**config.mk**
```make
export PLATFORM = sky130hd
export DESIGN_NAME = data_reception_unit
export DESIGN_NICKNAME = d
export VERILOG_FILES = /design/src/rtl/data_rx_pkg.sv /design/src/rtl/data_reception_unit_sat_counter.sv /design/src/rtl/data_reception_unit.sv
export SDC_FILE = /design/constraint.sdc
export NUM_CORES = 1
export LEC_CHECK = 0
export CAP_MARGIN = 20
export CORE_ASPECT_RATIO = 1.1
export CORE_MARGIN = 5
export CORE_UTILIZATION = 50
export CTS_CLUSTER_SIZE = 12
export DETAILED_ROUTE_END_ITERATION = 8
export PLACE_DENSITY = 0.86
export SYNTH_ARGS = -nofsm -noshare
export SYNTH_HDL_FRONTEND = slang
export SYNTH_HIERARCHICAL = 1
export SYNTH_SLANG_ARGS = --single-unit
```
**constraint.sdc**
```tcl
create_clock -name clk640MHz_i -period 1.85 [get_ports clk640MHz_i]
set_clock_uncertainty 0.2 [all_clocks]
set_input_delay 0.37 -clock clk640MHz_i [delete_from_list [all_inputs] [get_ports clk640MHz_i]]
set_output_delay 0.37 -clock clk640MHz_i [all_outputs]
set_load 0.05 [all_outputs]
```
**src/rtl/data_rx_pkg.sv**
```systemverilog
// Shared types and constants for the serial word receiver.
// The frame length depends on the RX_PARITY_EN macro.
package data_rx_pkg;

    typedef enum logic [1:0] {
        IDLE   = 2'd0,
        DATA   = 2'd1,
        PARITY = 2'd2,
        STOP   = 2'd3
    } rx_state_e;

    localparam logic START_BIT = 1'b1;
    localparam logic STOP_BIT  = 1'b0;
    localparam logic IDLE_LVL  = 1'b0;

    localparam int RX_DATA_W = 32;
`ifdef RX_PARITY_EN
    localparam int PARITY_BITS = 1;
`else
    localparam int PARITY_BITS = 0;
`endif
    localparam int FRAME_LEN = 1 + RX_DATA_W + PARITY_BITS + 1;

endpackage

```
**src/rtl/data_reception_unit_sat_counter.sv**
```systemverilog
// Saturating event counter with synchronous clear; clear beats increment.
module sat_counter #(
    parameter int CNT_W = 8
) (
    input  logic             clk,
    input  logic             rst,
    input  logic             clr,
    input  logic             inc,
    output logic [CNT_W-1:0] cnt
);

    logic [CNT_W-1:0] cnt_q, cnt_d;

    always_comb begin
        cnt_d = cnt_q;
        if (clr) begin
            cnt_d = '0;
        end else if (inc && (cnt_q != {CNT_W{1'b1}})) begin
            cnt_d = cnt_q + 1'b1;
        end
    end

    always_ff @(posedge clk) begin
        if (rst) begin
            cnt_q <= '0;
        end else begin
            cnt_q <= cnt_d;
        end
    end

    assign cnt = cnt_q;

endmodule

```
**src/rtl/data_reception_unit.sv**
```systemverilog
// Serial frame receiver: reassembles framed words and writes good ones to the RX FIFO.
// Optional even-parity checking is enabled by defining RX_PARITY_EN.
module data_reception_unit
    import data_rx_pkg::*;
#(
    parameter int DATA_W = 32,
    parameter int CNT_W  = 8
) (
    input  logic              clk640MHz_i,
    input  logic              rst_i,
    input  logic              ser_data_i,
    input  logic              rx_fifo_full_i,
    output logic [DATA_W-1:0] rx_fifo_wdata_o,
    output logic              rx_fifo_wr_n_o,
    input  logic              clr_cnt_i,
    output logic [CNT_W-1:0]  frame_err_cnt_o,
    output logic [CNT_W-1:0]  parity_err_cnt_o,
    output logic [CNT_W-1:0]  ovf_cnt_o
);

    localparam int BC_W = (DATA_W > 1) ? $clog2(DATA_W) : 1;

    rx_state_e         state_q, state_d;
    logic              ser_q;
    logic [BC_W-1:0]   bit_cnt_q, bit_cnt_d;
    logic [DATA_W-1:0] shift_q, shift_d;
    logic [DATA_W-1:0] wdata_q, wdata_d;
    logic              wr_n_q, wr_n_d;
    logic              frame_err_inc;
    logic              ovf_inc;
`ifdef RX_PARITY_EN
    logic              acc_q, acc_d;
    logic              parity_err_inc;
`endif

    always_comb begin
        state_d       = state_q;
        bit_cnt_d     = bit_cnt_q;
        shift_d       = shift_q;
        wdata_d       = wdata_q;
        wr_n_d        = 1'b1;
        frame_err_inc = 1'b0;
        ovf_inc       = 1'b0;
`ifdef RX_PARITY_EN
        acc_d          = acc_q;
        parity_err_inc = 1'b0;
`endif
        case (state_q)
            IDLE: begin
                if (ser_q == START_BIT) begin
                    state_d   = DATA;
                    bit_cnt_d = '0;
`ifdef RX_PARITY_EN
                    acc_d     = 1'b0;
`endif
                end
            end
            DATA: begin
                shift_d   = {shift_q[DATA_W-2:0], ser_q};
                bit_cnt_d = bit_cnt_q + 1'b1;
`ifdef RX_PARITY_EN
                acc_d     = acc_q ^ ser_q;
`endif
                if (bit_cnt_q == BC_W'(DATA_W - 1)) begin
`ifdef RX_PARITY_EN
                    state_d = PARITY;
`else
                    state_d = STOP;
`endif
                end
            end
`ifdef RX_PARITY_EN
            PARITY: begin
                acc_d   = acc_q ^ ser_q;
                state_d = STOP;
            end
`endif
            STOP: begin
                // Exactly one outcome per frame; earlier checks take priority.
                state_d = IDLE;
                if (ser_q != STOP_BIT) begin
                    frame_err_inc = 1'b1;
`ifdef RX_PARITY_EN
                end else if (acc_q) begin
                    parity_err_inc = 1'b1;
`endif
                end else if (rx_fifo_full_i) begin
                    ovf_inc = 1'b1;
                end else begin
                    wdata_d = shift_q;
                    wr_n_d  = 1'b0;
                end
            end
            default: state_d = IDLE;
        endcase
    end

    always_ff @(posedge clk640MHz_i) begin
        if (rst_i) begin
            state_q   <= IDLE;
            ser_q     <= IDLE_LVL;
            bit_cnt_q <= '0;
            shift_q   <= '0;
            wdata_q   <= '0;
            wr_n_q    <= 1'b1;
`ifdef RX_PARITY_EN
            acc_q     <= 1'b0;
`endif
        end else begin
            state_q   <= state_d;
            ser_q     <= ser_data_i;
            bit_cnt_q <= bit_cnt_d;
            shift_q   <= shift_d;
            wdata_q   <= wdata_d;
            wr_n_q    <= wr_n_d;
`ifdef RX_PARITY_EN
            acc_q     <= acc_d;
`endif
        end
    end

    assign rx_fifo_wdata_o = wdata_q;
    assign rx_fifo_wr_n_o  = wr_n_q;

    sat_counter #(.CNT_W(CNT_W)) u_frame_err_cnt (
        .clk (clk640MHz_i),
        .rst (rst_i),
        .clr (clr_cnt_i),
        .inc (frame_err_inc),
        .cnt (frame_err_cnt_o)
    );

`ifdef RX_PARITY_EN
    sat_counter #(.CNT_W(CNT_W)) u_parity_err_cnt (
        .clk (clk640MHz_i),
        .rst (rst_i),
        .clr (clr_cnt_i),
        .inc (parity_err_inc),
        .cnt (parity_err_cnt_o)
    );
`else
    assign parity_err_cnt_o = '0;
`endif

    sat_counter #(.CNT_W(CNT_W)) u_ovf_cnt (
        .clk (clk640MHz_i),
        .rst (rst_i),
        .clr (clr_cnt_i),
        .inc (ovf_inc),
        .cnt (ovf_cnt_o)
    );

endmodule
```
==> impl_results.rst <==
.. list-table::
   :header-rows: 1

   * - Metric
     - Value
   * - Clock buffers created by TritonCTS
     - 9
   * - Portion of the clock cycle consumed by the worst path in the final layout
     - 98.5%
   * - Number of global-route vias before repair
     - 2779
   * - Top flip-flop cell by instance count after synthesis
     - sky130_fd_sc_hd__dfxtp_1
   * - Sequential Area
     - 0.00179 sq mm
   * - GRT Total Usage
     - 16.1%
   * - Library cell with the largest summed area after synthesis
     - sky130_fd_sc_hd__dfxtp_1
   * - Final-report setup violation count
     - 0
   * - I/O pin cnt
     - 62
   * - P_leak
     - 1.59 nW
   * - Run status
     - complete, no violations
   * - Max cap viols
     - 0
   * - M1 WL
     - 2940 microns
   * - GP Congestion
     - 0.833
   * - Number of flops mapped to enable cells by yosys
     - 0
   * - Die height
     - 98.0 microns
   * - Initial cell density of the core
     - 50.9%
   * - Mean instance size in the synthesized netlist
     - 8.37 sq um
   * - Fraction of layout instances using a drive strength above 1
     - 19.5%
   * - First-pass GRT wire length
     - 12000 microns
   * - Startpoint Class
     - input port
   * - Clock Latency Late Sink
     - 0.36 ns
   * - Fin crit period
     - 1.82 ns
   * - Floorplan die area
     - 0.00883 sq mm
   * - Number of pins with negative max-slew slack in the final report
     - 0
   * - CP Data Arrival Time
     - 1.88 ns
   * - Maximum clock rate
     - 549 MHz
   * - Count of yosys warnings during synthesis
     - 6
   * - Yosys cell types
     - 33
   * - Pin count of the biggest net entering global routing
     - 74
   * - Filler instances
     - 590
   * - Number of hold-repair buffers added at the cts stage
     - 0
   * - Synthesis-to-finish area growth
     - 22.8%
   * - GRT overflow
     - 0
   * - Cell types with the largest area share after synthesis
     - sky130_fd_sc_hd__dfxtp_1 (51%), sky130_fd_sc_hd__nand2_1 (15%), sky130_fd_sc_hd__a21oi_1 (10%)
   * - Clock-pin slew on the worst setup and hold paths
     - 0.09 ns
   * - Buffers on Ports
     - 53
   * - Core area
     - 0.00693 sq mm
   * - Unrepaired setup endpoints after global routing
     - false
   * - Category of the worst setup path capture point
     - flop
   * - Clock Tree Buf Depth
     - 2
   * - Post-CTS Setup Inserts
     - 0
   * - Initial DRC Count
     - 134
   * - Area occupied by multi-input gates
     - 0.00157 sq mm
   * - Placed wire-length estimate
     - 4830 microns
   * - CTS tree
     - yes
   * - Count of inserted antenna diode cells
     - 0
   * - Worst Hold Class
     - in -> reg
   * - Setup_tns
     - 0 ns
   * - Power density relative to cell area
     - 760 mW/mm^2
   * - Die Wd
     - 90.0 microns
   * - Root buffer cell
     - sky130_fd_sc_hd__clkbuf_8
   * - Tot Pwr
     - 3.29 mW
   * - Final routed wirelength across all metal layers
     - 7080 microns
   * - Worst Path Class, Setup
     - in -> reg
   * - Total number of nets in the final design
     - 482
   * - Via density per instance
     - 5.22
   * - H-Tree Level Count
     - 3
   * - Met3 routed WL
     - 363 microns
   * - Antenna violations before repair
     - 0
   * - Sum of met2 wire segment lengths after detailed routing
     - 3650 microns
   * - Number of detailed-route iterations in the first pass
     - 4
   * - Cell area after synthesis
     - 0.00352 sq mm
   * - Yosys reg bits
     - 89
   * - Final count of hold timing violations
     - 0
   * - Data required time of the critical path
     - 1.90 ns
   * - Hold Path Depth
     - 2
   * - Depth of the most critical reg-to-reg path
     - 4
   * - Antenna viol nets, final
     - 0
   * - Total number of clock tree sinks
     - 89
   * - Uppermost routed layer
     - met4
   * - Floorplan row count
     - 32
   * - Synthesized netlist cell count
     - 421
   * - DR vias
     - 2941
   * - Peak fanout along the critical path
     - 5
   * - Area share of the largest cell type after synthesis
     - 50.6%
   * - Maximum ir drop on the vdd rail
     - 0.612 mV
   * - Sequential cell area fraction in the yosys report
     - 50.6%
   * - Async set or reset register ratio after synthesis
     - 0%
   * - Number of design rule violations left after detail routing
     - 0
   * - Average wire length per cell after detail routing
     - 12.6 microns
synthesized netlist by cell type (4+ instances only):
library cell               instances
sky130_fd_sc_hd__nand3_1           6
sky130_fd_sc_hd__clkbuf_1          9
sky130_fd_sc_hd__buf_2             9
sky130_fd_sc_hd__nor2_1            6
sky130_fd_sc_hd__nand2_1         142
sky130_fd_sc_hd__buf_4            16
sky130_fd_sc_hd__or3_1             7
sky130_fd_sc_hd__a21oi_1          72
sky130_fd_sc_hd__a21boi_1          4
sky130_fd_sc_hd__a31oi_1           4
sky130_fd_sc_hd__nand4_1           4
sky130_fd_sc_hd__and3_1            8
sky130_fd_sc_hd__mux2i_1           9
sky130_fd_sc_hd__and4_1            4
sky130_fd_sc_hd__dfxtp_1          89
sky130_fd_sc_hd__ha_1              4
cells in the final DEF, fill, tap and decap left out, types with 2 or more instances in the layout:
master	netlist	final
sky130_fd_sc_hd__a2111oi_4	2	2
sky130_fd_sc_hd__a21boi_1	4	4
sky130_fd_sc_hd__a21boi_2	2	2
sky130_fd_sc_hd__a21oi_1	72	72
sky130_fd_sc_hd__a22oi_1	2	2
sky130_fd_sc_hd__a31oi_1	4	4
sky130_fd_sc_hd__and3_1	8	7
sky130_fd_sc_hd__and3b_1	2	2
sky130_fd_sc_hd__and4_1	4	3
sky130_fd_sc_hd__buf_12	0	13
sky130_fd_sc_hd__buf_4	16	51
sky130_fd_sc_hd__clkbuf_8	0	9
sky130_fd_sc_hd__clkdlybuf4s50_1	0	3
sky130_fd_sc_hd__clkinv_4	0	2
sky130_fd_sc_hd__clkinvlp_4	0	2
sky130_fd_sc_hd__conb_1	1	8
sky130_fd_sc_hd__dfxtp_1	89	84
sky130_fd_sc_hd__dfxtp_2	0	5
sky130_fd_sc_hd__ha_1	4	4
sky130_fd_sc_hd__inv_1	2	2
sky130_fd_sc_hd__mux2i_1	9	9
sky130_fd_sc_hd__nand2_1	142	142
sky130_fd_sc_hd__nand2b_1	2	2
sky130_fd_sc_hd__nand3_1	6	6
sky130_fd_sc_hd__nand3b_1	2	2
sky130_fd_sc_hd__nand4_1	4	4
sky130_fd_sc_hd__nor2_1	6	6
sky130_fd_sc_hd__nor4_1	2	2
sky130_fd_sc_hd__o21ai_0	2	2
sky130_fd_sc_hd__or3_1	7	7
sky130_fd_sc_hd__or4_1	2	2
kinds of logic after synthesis:
| group | synth area share, % |
|---|---|
| AO/OA/AOI/OAI | 14.9 |
| adder cells (fa/ha/maj) | 1.42 |
| buffers and inverters | 5.86 |
| flip-flops | 50.6 |
| multiplexers | 2.56 |
| other | 0.106 |
| AND/OR/NAND/NOR | 24.6 |
metrics by stage:
stage | cells | setup WS (ns) | area, sq um | utilization (%) | hold slack [ns]
6_report | 563 | 0.0285 | 4330 | 62.5 | 0.212
5_1_grt | 563 | 0.00232 | 4330 | 62.5 | 0.225
4_1_cts | 563 | 0.0528 | 4320 | 62.4 | 0.201
3_5_place_dp | 547 | -0.312 | 4140 | 59.8 | 0.249
3_3_place_gp | 547 | -0.275 | 4140 | 59.8 | 0.243
2_1_floorplan | 428 | 0.0565 | 3550 | - | 0.232
registers in the layout, summed over array words and instances, names as in the netlist:
signal and count:
u_frame_err_cnt/cnt 8, rx_fifo_wr_n_o 1, bit_cnt_q 5, shift_q 32, rx_fifo_wdata_o 32, ser_q 1
u_ovf_cnt/cnt 8, state_q 2
power breakdown:
part,switching [mW],internal [mW]
sequential,0.00551,1.92
combinational,0.114,0.0376
clock,0.706,0.507
per-layer routing:
layer / up-vias / global-route usage [%]
met5: - / 0
met4: 0 / 7.79
met3: 9 / 4.16
met2: 68 / 28.4
met1: 1359 / 18.0
li1: 1505 / -
worst max-delay path, stage by stage:
cell	delay (ns)
sky130_fd_sc_hd__clkdlybuf4s50_1	0.48
sky130_fd_sc_hd__and4b_2	0.27
sky130_fd_sc_hd__and4_2	0.29
sky130_fd_sc_hd__a31oi_1	0.14
sky130_fd_sc_hd__a2111oi_4	0.32
area by class of cell:
class | count | share of cell area [%]
Sequential cell | 89 | 41.3
Multi-Input combinational cell | 303 | 36.2
Timing Repair Buffer | 68 | 15.7
Clock buffer | 10 | 2.95
Tap cell | 85 | 2.46
Clock inverter | 6 | 1.21
Inverter | 2 | 0.173
final timing paths:
check / start / to / slack (ns)
worst max-delay path: rx_fifo_full_i / u_ovf_cnt/cnt[5] / 0.03
worst min-delay path: rst_i / u_frame_err_cnt/cnt[5] / 0.21
worst max register to register: ser_q / u_ovf_cnt/cnt[5] / 0.12
worst min register to register: rx_fifo_wdata_o[4] / rx_fifo_wdata_o[4] / 0.26
timing repair:
action,4_1_cts,5_1_grt
endpoints found under the setup margin,0,2
resized for setup,0,4
hold endpoints to repair,0,0
Power figures use the tool's default switching activity.
